===== src/rtl/urv_defs.sv =====
// Shared definitions for the uRV load/store path: access-size codes and
// the LSU state encoding.
package urv_defs;

  localparam logic [2:0] LDST_B  = 3'b000;
  localparam logic [2:0] LDST_H  = 3'b001;
  localparam logic [2:0] LDST_L  = 3'b010;
  localparam logic [2:0] LDST_BU = 3'b100;
  localparam logic [2:0] LDST_HU = 3'b101;

  typedef enum logic [1:0] {
    IDLE       = 2'd0,
    WAIT_LOAD  = 2'd1,
    WAIT_STORE = 2'd2,
    DONE       = 2'd3
  } lsu_state_t;

endpackage


===== src/rtl/urv_lsu_align.sv =====
// Combinational lane steering: byte enables, store-data replication and
// misalignment detection for one access.
module urv_lsu_align
  import urv_defs::*;
(
  input  logic [2:0]  fun,
  input  logic [1:0]  addr_lo,
  input  logic [31:0] store_data,
  output logic [3:0]  select,
  output logic [31:0] store_lanes,
  output logic        misaligned
);

  // Unknown size codes fall through to full-word handling.
  always_comb begin
    select      = 4'b1111;
    store_lanes = store_data;
    misaligned  = 1'b0;
    case (fun)
      LDST_B, LDST_BU: begin
        select      = 4'b0001 << addr_lo;
        store_lanes = {4{store_data[7:0]}};
      end
      LDST_H, LDST_HU: begin
        select      = addr_lo[1] ? 4'b1100 : 4'b0011;
        store_lanes = {2{store_data[15:0]}};
        misaligned  = addr_lo[0];
      end
      default: begin
        misaligned = (addr_lo != 2'b00);
      end
    endcase
  end

endmodule


===== src/rtl/urv_lsu.sv =====
// uRV load/store unit: accepts one access from execute, drives a single
// strobed bus cycle with timeout, and holds the result for writeback.
module urv_lsu
  import urv_defs::*;
#(
  parameter int TIMEOUT_CYCLES = 255
) (
  input  logic        clk_i,
  input  logic        rst_n_i,
  input  logic        x_valid_i,
  input  logic        x_load_i,
  input  logic        x_store_i,
  input  logic [2:0]  x_fun_i,
  input  logic [31:0] x_dm_addr_i,
  input  logic [31:0] x_store_data_i,
  input  logic        w_stall_i,
  output logic [31:0] dm_addr_o,
  output logic [31:0] dm_data_s_o,
  output logic [3:0]  dm_data_select_o,
  output logic        dm_load_o,
  output logic        dm_store_o,
  input  logic [31:0] dm_data_l_i,
  input  logic        dm_ready_i,
  output logic [31:0] dm_data_l_o,
  output logic        dm_load_done_o,
  output logic        dm_store_done_o,
  output logic        misaligned_o,
  output logic        bus_error_o
);

  localparam logic [15:0] TIMEOUT_LIMIT = 16'(TIMEOUT_CYCLES);

  lsu_state_t  state;
  logic [15:0] wait_cnt;
  logic [15:0] wait_cnt_next;
  logic [3:0]  align_select;
  logic [31:0] align_data;
  logic        align_misaligned;
  logic        accept;

  urv_lsu_align u_align (
    .fun         (x_fun_i),
    .addr_lo     (x_dm_addr_i[1:0]),
    .store_data  (x_store_data_i),
    .select      (align_select),
    .store_lanes (align_data),
    .misaligned  (align_misaligned)
  );

  assign accept        = x_valid_i && (x_load_i || x_store_i);
  assign wait_cnt_next = wait_cnt + 16'd1;

  // Load wins when both load and store are flagged.
  always_ff @(posedge clk_i or negedge rst_n_i) begin
    if (!rst_n_i) begin
      state            <= IDLE;
      wait_cnt         <= '0;
      dm_addr_o        <= '0;
      dm_data_s_o      <= '0;
      dm_data_select_o <= '0;
      dm_load_o        <= 1'b0;
      dm_store_o       <= 1'b0;
      dm_data_l_o      <= '0;
      dm_load_done_o   <= 1'b0;
      dm_store_done_o  <= 1'b0;
      misaligned_o     <= 1'b0;
      bus_error_o      <= 1'b0;
    end else begin
      case (state)
        IDLE: begin
          if (accept) begin
            wait_cnt <= '0;
            if (align_misaligned) begin
              state           <= DONE;
              misaligned_o    <= 1'b1;
              dm_load_done_o  <= x_load_i;
              dm_store_done_o <= !x_load_i;
            end else begin
              dm_addr_o        <= {x_dm_addr_i[31:2], 2'b00};
              dm_data_s_o      <= align_data;
              dm_data_select_o <= align_select;
              if (x_load_i) begin
                dm_load_o <= 1'b1;
                state     <= WAIT_LOAD;
              end else begin
                dm_store_o <= 1'b1;
                state      <= WAIT_STORE;
              end
            end
          end
        end

        WAIT_LOAD, WAIT_STORE: begin
          if (dm_ready_i) begin
            dm_load_o  <= 1'b0;
            dm_store_o <= 1'b0;
            state      <= DONE;
            if (state == WAIT_LOAD) begin
              dm_data_l_o    <= dm_data_l_i;
              dm_load_done_o <= 1'b1;
            end else begin
              dm_store_done_o <= 1'b1;
            end
          end else if (wait_cnt_next >= TIMEOUT_LIMIT) begin
            wait_cnt        <= wait_cnt_next;
            dm_load_o       <= 1'b0;
            dm_store_o      <= 1'b0;
            dm_data_l_o     <= '0;
            bus_error_o     <= 1'b1;
            dm_load_done_o  <= (state == WAIT_LOAD);
            dm_store_done_o <= (state == WAIT_STORE);
            state           <= DONE;
          end else begin
            wait_cnt <= wait_cnt_next;
          end
        end

        DONE: begin
          if (!w_stall_i) begin
            dm_load_done_o  <= 1'b0;
            dm_store_done_o <= 1'b0;
            misaligned_o    <= 1'b0;
            bus_error_o     <= 1'b0;
            state           <= IDLE;
          end
        end

        default: begin
          state <= IDLE;
        end
      endcase
    end
  end

endmodule


===== config.mk =====
export PLATFORM = sky130hd
export DESIGN_NAME = urv_lsu
export DESIGN_NICKNAME = d
export VERILOG_FILES = /design/src/rtl/urv_defs.sv /design/src/rtl/urv_lsu_align.sv /design/src/rtl/urv_lsu.sv
export SDC_FILE = /design/constraint.sdc
export NUM_CORES = 1
export LEC_CHECK = 0
export BUFFER_PORTS_ARGS = -buffer_cell sky130_fd_sc_hd__buf_2
export CAP_MARGIN = 20
export CORE_ASPECT_RATIO = 1.25
export CORE_MARGIN = 2
export CORE_UTILIZATION = 52
export CTS_BUF_LIST = sky130_fd_sc_hd__clkbuf_8
export CTS_CLUSTER_DIAMETER = 40
export DETAILED_ROUTE_END_ITERATION = 8
export PLACE_DENSITY_LB_ADDON = 0.12
export SLEW_MARGIN = 20
export SYNTH_ARGS = -nofsm -noshare
export SYNTH_HDL_FRONTEND = slang
export SYNTH_SLANG_ARGS = --single-unit

===== constraint.sdc =====
create_clock -name clk_i -period 2.85 [get_ports clk_i]
set_input_delay 0.57 -clock clk_i [delete_from_list [all_inputs] [get_ports clk_i]]
set_output_delay 0.57 -clock clk_i [all_outputs]
set_load 0.005 [all_outputs]

# Word level (Yosys, flattened, before mapping)
# Index checks and enable logic that the tools add are counted.
# word_totals
regBits,122
inputBits,106
out_inout_bits,106
# op_classes
n_addsub,1
order_cmp,1
n_eq_ne,18
n_shift,1
mux,46
bitwise,1
reduce_logical,23
# op_table
cell,n
two-way mux 32 bit,3
case mux 32 bit (2 select lines),1
two-way mux 16 bit,2
case mux 16 bit (2 select lines),1
two-way mux 1 bit,23
AND reduction 5 bit,4
"adder 16 x 1 -> 16 bit, second input constant",1
"greater-or-equal comparator 16 x 8 -> 1 bit, second input constant",1
"!= test 2 bit, second input constant",8
two-way mux 2 bit,6
AND reduction 3 bit,4
case mux 1 bit (2 select lines),5
nonzero test 2 bit,5
"!= test 3 bit, second input constant",3
case mux 4 bit (2 select lines),1
AND reduction 4 bit,2
"equality test 3 bit, second input constant",2
case mux 1 bit (3 select lines),2
case mux 2 bit (3 select lines),1
OR reduction 2 bit,3
"equality test 2 bit, second input constant",2
two-way mux 4 bit,1
"left shift 1 x 2 -> 4 bit, first input constant",1
"equality test 3 x 1 -> 1 bit, second input constant",1
8 further kinds,8

# Logic depth before layout (Yosys ltp)
# depth
depth_word,6
ltp_mapped,10

# Cells and area by module
# From an unflattened synthesis, not the netlist that was laid out.
# unflattened
hier_cells,546
area_unflattened_um2,6222.2
# modules_own_cells
mod,instances,cells_per_inst,area_per_inst_um2
urv_lsu,1,483,5700.5
urv_lsu_align,1,63,521.8

# Least setup slack after synthesis
# OpenSTA, ideal clock, no wires.
# synth_path
path_type,register to register
startpoint,register wait_cnt[0]
endpoint,register dm_store_done_o
arrival_time_ps,2178
required_ps,2725
slack_ps,547
stages_incl_launch_ff,9
synth_period_minus_slack_ps,2303
path_cell_list,dfrtp_1 -> ha_1 -> nand3_2 -> or3_1 -> a2111o_1 -> o311ai_2 -> nor3_4 -> a221oi_2 -> mux2_4
# synth_via
elab_chain_len,4
# synth_rtl
item,line,text
start: declaration,urv_lsu.sv:34,logic [15:0] wait_cnt;
start signal: assignment,urv_lsu.sv:105,wait_cnt <= wait_cnt_next;
start signal: assignment,urv_lsu.sv:114,wait_cnt <= wait_cnt_next;
adder 16 x 1 -> 16 bit,urv_lsu.sv:51,assign wait_cnt_next = wait_cnt + 16'd1;
greater-or-equal comparator 16 x 8 -> 1 bit,urv_lsu.sv:104,end else if (wait_cnt_next >= TIMEOUT_LIMIT) begin
!= test 3 bit (no line),n/a,
AND reduction 5 bit (no line),n/a,
end signal: assignment,urv_lsu.sv:77,dm_store_done_o <= !x_load_i;
end signal: assignment,urv_lsu.sv:111,dm_store_done_o <= (state == WAIT_STORE);
end: declaration,urv_lsu.sv:26,"output logic dm_store_done_o,"
# Every way passes these cells.
# A chain may end at the register's enable or synchronous reset.

# Final worst setup path
# Ends and elaborated chain as after synthesis.

==> reports/metrics.yaml <==
worst_setup_path:
  regToRegSetupSlack_ns: 0.33
  r2r-end: "dm_store_done_o"
  critPathSlowestCell: "dfrtp_1"
  max_stage_delay_ns: 0.45
  worstPathRequired_ns: 3.17
  rr_startpoint: "wait_cnt[0]"
  cp-start-kind: "flop"
  critPathCaptureType: "flop"
  critical_path_buf_inv_count: 0
  path_cells: "ha_1 -> nand3_2 -> or3_1 -> a2111o_1 -> o311ai_2 -> nor3_4 -> a221oi_2 -> mux2_4"
  path_class: "flop to flop"
  path_max_fanout: 6
  path_delay_family: "compound AO/OA/AOI/OAI gates"
  reg2reg_depth: 8
  worstPathArrival_ns: 2.84
grt:
  grt_pass1_wl_um: 25300
  grt_max_degree: 57
  track_usage_pct: 24.9
  grt_overflow: 0
  antenna_found_initial: 0
  grt_pass1_vias: 5225
synthesis:
  synth_warnings: 0
  syn_area_sq_um: 6210
  ys.flop_type: "dfrtp_1"
  synth.distinct_cells: 59
  synth_edf_count: 0
  yosysSeqAreaShare_pct: 49.1
  synthArstFlopShare_pct: 100
  synthCells: 629
  avgSynthCellArea_sq_um: 9.88
  synth.ff_latch_count: 122
final_layout:
  insertedDiodeCount: 0
  drive_above_1_share_pct: 40.7
  multi_input_area_sq_um: 2790
  ff_latch_area_sq_um: 3050
  finalNetCount: 938
  nFillCells: 944
  stdcell_area_sq_um: 7800
  area_growth_pct: 25.6
clocking:
  cts-root-buf: "clkbuf_8"
  cts.repair.resized: 0
  cts.sinks: 122
  cts_hold_buffers: 0
  path_clk_slew_ns: 0.07
  cts_tree: "yes"
  cts-htree-levels: 4
  cts.path.max_buffers: 2
  cts_setup_buffers: 0
  clk_latency_ns: 0.44
  cts_buffers: 17
floorplan:
  coreArea_sq_um: 11600
  die_x_um: 102
  die_height_um: 126
  initial_utilization_pct: 53.5
  die_area_sq_um: 12800
  ios: 212
  std_cell_rows: 44
routing:
  avgViaCountPerCell: 5.25
  first_pass_iters: 5
  drt_iter0_markers: 267
  wl_per_cell_um: 15.3
  drtAntennaViolNets: 0
  wl_um: 15300
  drc: 0
  num_vias: 5244
sta:
  slew_viol_final: 0
  min_period_over_period_pct: 88.4
  hold_slack_ns: 0.195
  max_slew.worst_pin.slew_ns: 0.747
  fin_tns_setup_ns: 0
  setup_violations: 0
  fin_crit_ns: 2.52
  rsz0062_at_grt: "false"
  fin_skew_ns: 0.00861
  slew_headroom_pct: 50.2
  hold_viol: 0
  max_freq_ghz: 0.397
outcome:
  status: "finished, final reports clean"
power:
  power_density_nw_per_um2: 1020
  vdd_ir_drop_max_v: 0.000536
  leakage_nw: 3.93
hold_path:
  min_path_type: "input port to async pin"
placed_design:
  place_area_sq_um: 7390
  port_buffers: 208
  hpwl_um: 10900
  routabilityCongestion: 0.840
job:
  drv_cap: 0
## cell usage in the layout (no fill, tap or decap), types with 5 or more instances in the layout
cell and instances:
mux2_2 38, or3_1 5, nand2_1 111, nor3_1 14, dfrtp_1 122, o21ai_2 28, buf_4 11, nand3_1 6
o21ai_0 79, mux2i_1 27, a21o_1 6, a22o_1 14, clkbuf_8 18, nand2b_1 5, buf_2 207, inv_1 39
ha_1 6, a21oi_1 12, nor2_1 16
## metal layers
metal | global-route usage, % | vias up | part of all wire, %
met5 | 0 | - | 0
met3 | 6.88 | 41 | 6.5
li1 | - | 2547 | -
met4 | 10.7 | 0 | 3.3
met1 | 30.8 | 2464 | 40
met2 | 40.4 | 192 | 50
## how the worst max path moves through the flow
stage,startpoint,to,cells after the start
after floorplan,wait_cnt[0],dm_store_done_o,8
after global placement,wait_cnt[0],dm_store_done_o,8
after detailed placement,wait_cnt[0],dm_store_done_o,8
after CTS,wait_cnt[0],dm_store_done_o,8
after global routing,wait_cnt[0],dm_store_done_o,8
final,wait_cnt[0],dm_store_done_o,8
## logic make-up (layout without fill, tap and decap cells)
kind of cell	Yosys count	count (layout)	share of synthesized area, %
AND/OR/NAND/NOR	187	187	14.2
AO/OA/AOI/OAI	159	159	17.3
flip-flops	122	122	49.1
buffers and inverters	84	292	6.10
multiplexers	66	66	11.5
adder cells (fa/ha/maj)	6	6	1.21
XOR/XNOR	4	4	0.564
other	1	2	0.0603
## synth_stat cells, drive strengths merged, types with 3 or more instances
cell type | instances | area share (%)
nand4 | 6 | 0.81
mux2i | 27 | 4.3
a22o | 14 | 2.0
nor2 | 17 | 1.1
a21oi | 14 | 1.2
o22ai | 3 | 0.30
nand2b | 5 | 0.50
nand2 | 112 | 6.8
ha | 6 | 1.2
nor3 | 16 | 1.6
a21o | 8 | 1.0
nor4 | 3 | 0.30
or3 | 6 | 0.62
clkbuf | 27 | 1.6
mux2 | 39 | 7.1
nand3 | 7 | 0.64
o21ai | 108 | 10
or2 | 3 | 0.34
nor2b | 3 | 0.42
inv | 39 | 2.4
xnor2 | 3 | 0.42
dfrtp | 122 | 49
buf | 18 | 2.1
## through the flow
stage                     power, W  worst slack (ns)  util [%]  std cells
after floorplan            0.00505             0.547         -        630
after global placement     0.00621             0.419      63.6        968
after detailed placement   0.00637             0.376      63.6        968
after CTS                  0.00802             0.352      67.2        999
after global routing       0.00858             0.169      67.2        999
final                      0.00794             0.330      67.2        999
## registers in the layout, summed over array words and instances, names as in the netlist
| name | count |
|---|---|
| dm_addr_o | 30 |
| wait_cnt | 16 |
| state | 2 |
| bus_error_o | 1 |
| dm_data_l_o | 32 |
| dm_data_select_o | 4 |
| misaligned_o | 1 |
| dm_store_o | 1 |
| dm_data_s_o | 32 |
| dm_load_o | 1 |
| dm_load_done_o | 1 |
| dm_store_done_o | 1 |
## report_power, final
group          internal (W)  switching, W  leakage, nW
Combinational       0.00154       0.00184         2.24
Sequential          0.00251      0.000432         1.49
Clock              0.000890      0.000735        0.198
## layout make-up
cell class                      count  area share (%)
Clock buffer                       18            3.17
Timing Repair Buffer              222            15.4
Inverter                           39            1.88
Clock inverter                     13            2.16
Multi-Input combinational cell    424            35.7
Sequential cell                   122            39.1
Tap cell                          161            2.58
Note: power is estimated with default switching activity, not from simulation.
